<file path="config.mk">
export PLATFORM = sky130hd
export DESIGN_NAME = count_cycle_mc
export DESIGN_NICKNAME = d
export VERILOG_FILES = /design/src/rtl/count_cycle_mc.sv
export SDC_FILE = /design/constraint.sdc
export NUM_CORES = 2
export LEC_CHECK = 0
export CORE_AREA = 2 2 356 358
export DETAILED_ROUTE_END_ITERATION = 6
export DIE_AREA = 0 0 358 360
export PLACE_DENSITY_LB_ADDON = 0.3
export SKIP_CTS_REPAIR_TIMING = 1
export SYNTH_ARGS = -nofsm -noshare
export SYNTH_HDL_FRONTEND = slang
export SYNTH_SLANG_ARGS = --single-unit
</file>
<file path="constraint.sdc">
create_clock -name clk -period 7.73 [get_ports clk]
set_input_delay 2.319 -clock clk [delete_from_list [all_inputs] [get_ports clk]]
set_output_delay 2.319 -clock clk [all_outputs]
set_load 0.005 [all_outputs]
</file>
<file path="src/rtl/count_cycle_mc.sv">
// count_cycle_mc
// Tags every accepted input beat with a channel index and a frame-relative count.
// The input stream carries NUM_CHAN channels interleaved sample by sample. Tagged beats
// pass through two register stages into a first-word-fall-through FIFO.
//
// Ports:
//   clk, async_reset_n     clock, asynchronous active-low reset (release synchronised)
//   s_axis_*               input stream (tvalid/tdata/tready)
//   start_sig, cnt_limit   frame restart request and per-frame last count, both qualified
//                          by an accepted beat
//   af                     FIFO occupancy >= AF_THRESH (registered)
//   m_axis_*               output stream: tdata, chan, count, tlast, tvalid/tready
module count_cycle_mc #(
  parameter int unsigned DATA_WIDTH = 32,
  parameter int unsigned CNT_WIDTH  = 16,
  parameter int unsigned NUM_CHAN   = 4,
  parameter int unsigned ADDR_WIDTH = 5,
  parameter int unsigned AF_THRESH  = 16,
  localparam int unsigned CHAN_W    = (NUM_CHAN > 1) ? $clog2(NUM_CHAN) : 1
) (
  input  logic                  clk,
  input  logic                  async_reset_n,
  input  logic                  s_axis_tvalid,
  input  logic [DATA_WIDTH-1:0] s_axis_tdata,
  output logic                  s_axis_tready,
  input  logic                  start_sig,
  input  logic [CNT_WIDTH-1:0]  cnt_limit,
  output logic                  af,
  output logic                  m_axis_tvalid,
  output logic [DATA_WIDTH-1:0] m_axis_tdata,
  output logic [CHAN_W-1:0]     m_axis_chan,
  output logic [CNT_WIDTH-1:0]  m_axis_count,
  output logic                  m_axis_tlast,
  input  logic                  m_axis_tready
);

  localparam int unsigned Depth = 2 ** ADDR_WIDTH;
  localparam int unsigned OccW  = ADDR_WIDTH + 1;
  localparam logic [CHAN_W-1:0] ChanMax = CHAN_W'(NUM_CHAN - 1);

  typedef struct packed {
    logic [DATA_WIDTH-1:0] data;
    logic [CHAN_W-1:0]     chan;
    logic [CNT_WIDTH-1:0]  cnt;
    logic                  last;
  } beat_t;

  // Reset release synchroniser; input is held off until two edges after release.
  logic rst_s1_q, rst_s2_q;

  always_ff @(posedge clk or negedge async_reset_n) begin
    if (!async_reset_n) begin
      rst_s1_q <= 1'b0;
      rst_s2_q <= 1'b0;
    end else begin
      rst_s1_q <= 1'b1;
      rst_s2_q <= rst_s1_q;
    end
  end

  // Frame tracking state: tags of the most recent accepted beat.
  logic [CHAN_W-1:0]    chan_q, chan_d;
  logic [CNT_WIDTH-1:0] cnt_q, cnt_d;
  logic [CNT_WIDTH-1:0] lim_q, lim_d;
  logic                 startup_q, startup_d;
  logic                 last_q, last_d;

  logic                 s0_vld_q, s0_vld_d, s1_vld_q, s1_vld_d;
  beat_t                s0_q, s0_d, s1_q, s1_d;

  logic [ADDR_WIDTH-1:0] wptr_q, wptr_d, wvis_q, rptr_q, rptr_d;
  logic [OccW-1:0]       occ_q, occ_d;
  logic                  af_q, af_d;
  beat_t                 mem_q [Depth];
  beat_t                 rd_beat;

  logic                  take, wr, rd, frame_start;
  logic [OccW:0]         pending;
  logic [CHAN_W-1:0]     beat_chan;
  logic [CNT_WIDTH-1:0]  beat_cnt, beat_lim;
  logic                  beat_last;

  // Outstanding beats (FIFO plus pipeline) are capped at Depth-1 so a full pipeline
  // can always land in the FIFO without stalling.
  assign pending       = {1'b0, occ_q} + {{OccW{1'b0}}, s0_vld_q} + {{OccW{1'b0}}, s1_vld_q};
  assign s_axis_tready = rst_s2_q & (pending < (OccW + 1)'(Depth - 1));
  assign take          = s_axis_tvalid & s_axis_tready;

  // Stage 0: tag computation for the beat being accepted.
  always_comb begin
    frame_start = startup_q | start_sig | last_q;
    if (frame_start) begin
      beat_chan = '0;
      beat_cnt  = '0;
      beat_lim  = cnt_limit;
    end else if (chan_q == ChanMax) begin
      beat_chan = '0;
      beat_cnt  = cnt_q + CNT_WIDTH'(1);
      beat_lim  = lim_q;
    end else begin
      beat_chan = chan_q + CHAN_W'(1);
      beat_cnt  = cnt_q;
      beat_lim  = lim_q;
    end
    beat_last = (beat_chan == ChanMax) && (beat_cnt == beat_lim);

    chan_d    = chan_q;
    cnt_d     = cnt_q;
    lim_d     = lim_q;
    startup_d = startup_q;
    last_d    = last_q;
    s0_d      = s0_q;
    if (take) begin
      chan_d    = beat_chan;
      cnt_d     = beat_cnt;
      lim_d     = beat_lim;
      startup_d = 1'b0;
      last_d    = beat_last;
      s0_d      = '{data: s_axis_tdata, chan: beat_chan, cnt: beat_cnt, last: beat_last};
    end
    s0_vld_d = take;

    // Stage 1 only moves when stage 0 held a beat; no back-pressure needed.
    s1_vld_d = s0_vld_q;
    s1_d     = s0_vld_q ? s0_q : s1_q;
  end

  // FIFO. A written entry becomes visible one cycle later through wvis_q.
  assign wr            = s1_vld_q;
  assign m_axis_tvalid = (rptr_q != wvis_q);
  assign rd            = m_axis_tvalid & m_axis_tready;
  assign rd_beat       = m_axis_tvalid ? mem_q[rptr_q] : '0;
  assign m_axis_tdata  = rd_beat.data;
  assign m_axis_chan   = rd_beat.chan;
  assign m_axis_count  = rd_beat.cnt;
  assign m_axis_tlast  = rd_beat.last;
  assign af            = af_q;

  always_comb begin
    wptr_d = wptr_q + ADDR_WIDTH'(wr);
    rptr_d = rptr_q + ADDR_WIDTH'(rd);
    occ_d  = occ_q + OccW'(wr) - OccW'(rd);
    af_d   = (occ_d >= OccW'(AF_THRESH));
  end

  always_ff @(posedge clk or negedge async_reset_n) begin
    if (!async_reset_n) begin
      chan_q    <= '0;
      cnt_q     <= '0;
      lim_q     <= '0;
      startup_q <= 1'b1;
      last_q    <= 1'b0;
      s0_vld_q  <= 1'b0;
      s1_vld_q  <= 1'b0;
      s0_q      <= '0;
      s1_q      <= '0;
      wptr_q    <= '0;
      wvis_q    <= '0;
      rptr_q    <= '0;
      occ_q     <= '0;
      af_q      <= 1'b0;
    end else begin
      chan_q    <= chan_d;
      cnt_q     <= cnt_d;
      lim_q     <= lim_d;
      startup_q <= startup_d;
      last_q    <= last_d;
      s0_vld_q  <= s0_vld_d;
      s1_vld_q  <= s1_vld_d;
      s0_q      <= s0_d;
      s1_q      <= s1_d;
      wptr_q    <= wptr_d;
      wvis_q    <= wptr_q;
      rptr_q    <= rptr_d;
      occ_q     <= occ_d;
      af_q      <= af_d;
    end
  end

  // Storage needs no reset: empty pointers mask its contents.
  always_ff @(posedge clk) begin
    if (wr) begin
      mem_q[wptr_q] <= s1_q;
    end
  end

endmodule
</file>
Word level (Yosys, flattened, before mapping)
Memory sizes are Yosys's and may differ from the RTL's.
Cells that the tools add are included.
{ "totals": {"in_bits": 53, "memories": 1, "output_inout_bits": 54, "latchBits": 0, "word_cells": 48, "romBits": 0, "ram_bits": 1632, "regBits": 145} }
{ "memory_table": {"columns": ["memory", "words", "width", "read_ports", "rd_clocked_by_memory_dff", "write_ports", "line", "source"], "rows": [
  ["mem_q", 32, 51, 1, 0, 1, "74", "beat_t mem_q [Depth];"]
]} }
{ "classes": {"n_bitwise": 5, "muxes": 8, "n_shift": 0, "n_mul": 0, "reduce_logical": 1, "n_addsub": 8, "div": 0, "n_eq_ne": 4, "n_lt_le_gt_ge": 2} }
{ "ops": {"columns": ["operator", "count"], "rows": [
  ["$mux W51", 1],
  ["$mux W16", 3],
  ["$add A16 B1 Y16 const B", 1],
  ["$eq A16 B16 Y1", 1],
  ["$add A5 B1 Y5", 2],
  ["$add A6 B1 Y7", 1],
  ["$add A7 B1 Y7", 1],
  ["$lt A7 B5 Y1 const B", 1],
  ["$add A6 B1 Y6", 1],
  ["$ge A6 B5 Y1 const B", 1],
  ["$sub A6 B1 Y6", 1],
  ["$ne A5 B5 Y1", 1],
  ["$eq A2 B2 Y1 const B", 2],
  ["$mux W2", 2],
  ["$and A1 B1 Y1", 3],
  ["$add A2 B1 Y2 const B", 1],
  ["$mux W1", 2],
  ["$or A1 B1 Y1", 2],
  ["$logic_and A1 B1 Y1", 1]
]} }

Longest topological paths before layout
{ "logic_depth": {"word_depth": 5, "depth_mapped": 14, "depth_no_buf": 12} }

Least setup slack after synthesis
OpenSTA, ideal clock, no wires.
{ "synth_path": {"path_type": "register to output", "startpoint": "register rptr_q[1]", "endpoint": "output port m_axis_count[0]", "arrival_time_ns": 2.087, "path_stages_with_launch": 8, "required_time_ns": 5.411, "path_buffers": 3, "slack_ns": 3.324, "cell_sequence": "dfrtp_1 -> clkbuf_1 -> clkbuf_1 -> buf_1 -> mux4_2 -> mux4_2 -> mux2i_1 -> nor2_1"} }
{ "synth_between": {"elab_chain_cells": 2, "elab_cells_between_ends": 3, "cone_classes": "1 x eq/ne; 1 x mux; 1 x memory"} }
{ "synth_rtl": {"columns": ["item", "line", "source"], "rows": [
  ["from (decl)", "71", "logic [ADDR_WIDTH-1:0] wptr_q, wptr_d, wvis_q, rptr_q, rptr_d;"],
  ["from (signal assigned)", "174", "rptr_q <= rptr_d;"],
  ["$mem_v2 Z32 W51 or $ne A5 B5 Y1 (tied branches)", null, null],
  ["$mux W51 *", "132", "assign rd_beat = m_axis_tvalid ? mem_q[rptr_q] : '0;"],
  ["to (decl)", "32", "output logic [CNT_WIDTH-1:0] m_axis_count,"]
]} }
Mark *: on every way between the ends. The rest lies on a longest branch, timed or not.

Worst setup path after layout
{ "layout_path": {"startpoint": "register rptr_q[0]", "endpoint": "output port m_axis_count[5]"} }
Same word-level chain as after synthesis.

==> parameters.txt <==
Parameter                              Value

Status
  Result of the run    complete, no violations

Detailed routing
  Mean routed wirelength per cell    32.8 µm
  Met2 WL post-DR    80600 µm
  Avg Vias per Cell    6.47
  Top sig layer    met4
  DRC violation total after the first TritonRoute iteration    4476
  Number of nets with antenna violations after detailed routing    0
  Number of detailed-routing iterations run before antenna repair    5
  DRT met1 WL    60200 µm
  Final Routed Wirelength    161000 µm
  Routed vias    31700
  Wire length on met3    15300 µm
  DRC    0

Cells and area
  Area growth, synth to finish    13.1%
  Diodes inserted    0
  Number of fillers in the final layout    8243
  Share of cells above drive strength 1    30.3%
  Number of nets in the layout    3172
  Finished Cell Area    0.0773 mm²
  Post-layout instance count excluding filler cells    4899

Logic synthesis
  EDFF count, synth    1632
  Synth unique cells    52
  Top FF cell, synth    sky130_fd_sc_hd__edfxtp_1
  Post-synthesis cell area    0.0684 mm²
  Proportion of register bits with asynchronous set or reset after synthesis    8.16%
  Number of register bits inferred by synthesis    1777
  Yosys warns    0
  Mean post-synth cell area    23.5 µm²
  Number of instances in the synthesized netlist    2907
  Sequential element share of the synthesized area    77.0%
  Mapped Nets    2977

Timing
  Number of pins exceeding their max-slew limit in the final report    0
  Tcrit/Tclk final    87.8%
  Post-layout worst setup margin    0.942 ns
  Final hold violation count    0
  Number of setup violations in the final report    0
  Final worst clock skew    0.0303 ns
  Post-Route Setup TNS    0 ns
  Hold slack    0.352 ns
  Post-layout min period    6.79 ns
  Maximum clock rate    147 MHz
  Unrepaired setup endpoints after global routing    no
  Worst-case headroom to the max-slew limit    17.1%
  Slew at the pin closest to its max-slew limit    1.24 ns

Floorplanning
  I/O Pins    107
  Initial core utilization    54.7%
  Full die area    0.129 mm²
  Height of the die    360 µm
  Placeable core region    0.125 mm²
  Num rows    130
  Horizontal die dimension    358 µm

Job
  # Max-Cap Violations    0

Pwr
  Max IR drop VDD    0.000363 V
  Power density over the cells    364 mW/mm²
  Leakage power of the design    24.9 nW

Worst setup path
  Category of the most critical setup path    reg2out
  Cell type with the highest occurrence count on the critical path    sky130_fd_sc_hd__mux4_2
  Largest driver fanout on the critical path    43
  Crit path arrival time    4.47 ns
  Slack of the worst reg-to-reg path    3.22 ns
  Crit path largest cell delay    1.08 ns
  Max stage delay cell, worst path    sky130_fd_sc_hd__dfrtp_4
  Type of element capturing the critical path    output pin
  CP startpoint kind    flip-flop
  Cells along the critical path    buf_4, mux4_2, mux4_2, mux2i_1, nor2_1, clkdlybuf4s50_1
  Endpoint required time on the critical path    5.41 ns

Global routing
  Vias in the first global route    32800
  First-pass GRT wire length    232000 µm
  Leftover overflow at the end of global routing    0
  Maximum number of pins on one net before global-route repair    101
  Total routing usage reported by global routing    25.6%
  Initial antenna violation count    0

Worst hold path
  Min-Delay Path Class    reg2reg

Place
  Area of placed instances    0.0718 mm²
  RePlAce Congestion    0.781
  Count of input and output buffers    106
  Pre-CTS worst setup slack    1.68 ns
  Placed cell count    4578
  HPWL reported at the end of detailed placement    80400 µm

Clock network
  Maximum clock insertion buffer count    3
  Cts bufs inserted    172
  Clock latency of the later-clocked register in the worst-skew pair    0.81 ns
  TritonCTS clock tree    yes
  H-tree Lvls    4
  Clock-pin slew of the registers on the worst-case setup and hold paths    0.06 ns
  Buffer cell driving the clock tree root    sky130_fd_sc_hd__clkbuf_16
  Number of clock sinks    1777
[flip-flops by register name, indices dropped and copies added (netlist names), 5 cells and up]
register,flops
occ_q,6
wptr_q,5
wvis_q,5
s1_q,51
s0_q,51
lim_q,16
rptr_q,5
mem_q,1632
[metal layers]
layer | vias to the layer above | track usage (%)
li1 | 12700 | -
met1 | 17000 | 35.2
met2 | 1702 | 41.2
met3 | 288 | 5.80
met4 | 0 | 8.11
met5 | - | 0
[worst max-delay path, delay by kind of cell (launching register included)]
kind                   cells  cell delay (ns)
multiplexers               3             1.44
AND/OR/NAND/NOR            1             0.11
buffers and inverters      2             1.02
flip-flops                 1             1.08
[layout by cell type (no fill, tap or decap), types with 6 or more instances in the layout]
cell,instances
sky130_fd_sc_hd__mux2_2,99
sky130_fd_sc_hd__o31ai_1,8
sky130_fd_sc_hd__xor2_1,18
sky130_fd_sc_hd__buf_4,59
sky130_fd_sc_hd__nand3_1,12
sky130_fd_sc_hd__xnor2_1,28
sky130_fd_sc_hd__clkinv_1,29
sky130_fd_sc_hd__o41ai_1,6
sky130_fd_sc_hd__nand2_1,23
sky130_fd_sc_hd__clkbuf_8,6
sky130_fd_sc_hd__buf_12,13
sky130_fd_sc_hd__clkbuf_1,39
sky130_fd_sc_hd__ha_1,15
sky130_fd_sc_hd__inv_6,11
sky130_fd_sc_hd__mux2i_1,52
sky130_fd_sc_hd__nor2_1,71
sky130_fd_sc_hd__edfxtp_1,1632
sky130_fd_sc_hd__inv_1,9
sky130_fd_sc_hd__mux4_2,510
sky130_fd_sc_hd__o21ai_0,19
sky130_fd_sc_hd__clkbuf_16,172
sky130_fd_sc_hd__bufinv_16,15
sky130_fd_sc_hd__clkinvlp_4,8
sky130_fd_sc_hd__clkinv_2,33
sky130_fd_sc_hd__dfrtp_4,6
sky130_fd_sc_hd__dfrtp_1,138
sky130_fd_sc_hd__nor2_4,32
sky130_fd_sc_hd__clkdlybuf4s50_1,105
sky130_fd_sc_hd__nand2b_1,7
[logic make-up after synthesis]
kind of cell	share of synthesized area, %
other	0.00548
and+or+nand+nor	1.30
xor gates and xnor gates	0.589
adders and majority gates	0.333
DFF	77.0
buffers and inverters	1.09
AOI/OAI and AO/OA	0.521
muxes	19.2
[cell usage after synthesis, drive strengths merged (6+ instances only)]
cell	n	area, µm²
nor2	103	387
o31ai	8	60.1
o41ai	6	52.6
nand4	8	68.8
buf	92	469
mux4	510	11500
clkbuf	65	244
nand2	23	86.3
mux2i	52	521
nand3	12	60.1
mux2	99	1110
ha	15	188
nand2b	7	43.8
xnor2	28	245
edfxtp	1632	49000
dfrtp	144	3600
o21ai	19	95.1
inv	9	33.8
xor2	18	158
[where the power goes]
group	total, mW	internal, mW	switching, mW
clock network	8.26	4.68	3.58
logic	6.72	3.70	3.02
registers	13.2	11.8	1.34
[area by class of cell]
cell class                 instances  area (µm²)  area share (%)
inverter                           9        33.8          0.0437
timing repair buffer             178        1770            2.29
clock buffer                     216        4520            5.84
clock inverter                   105        1020            1.31
sequential                      1777       52700            68.1
tap                             1650        2060            2.67
multi-input combinational        964       15300            19.7
[through the flow]
| stage | utilization [%] | power, mW |
|---|---|---|
| floorplan | - | 17.4 |
| global placement | 57.5 | 19.9 |
| detailed placement | 57.5 | 20.1 |
| CTS | 61.9 | 28.3 |
| global route | 61.9 | 29.2 |
| finish | 61.9 | 28.1 |
[final timing paths]
check / from / end / cells after the start
hold / removal: rst_s1_q$_DFF_PN0_ / rst_s2_q$_DFF_PN0_ / 0
max in group asynchronous: async_reset_n / rptr_q[3]$_DFF_PN0_ / 2
setup reg to reg: s0_vld_q$_DFF_PN0_ / lim_q[12]$_DFFE_PN0P_ / 8
setup / recovery: rptr_q[0]$_DFF_PN0_ / m_axis_count[5] / 6
hold reg to reg: rst_s1_q$_DFF_PN0_ / rst_s2_q$_DFF_PN0_ / 0
min in group asynchronous: async_reset_n / s1_q[48]$_DFFE_PN0P_ / 1
No activity file was read; power rests on OpenSTA's default activity.
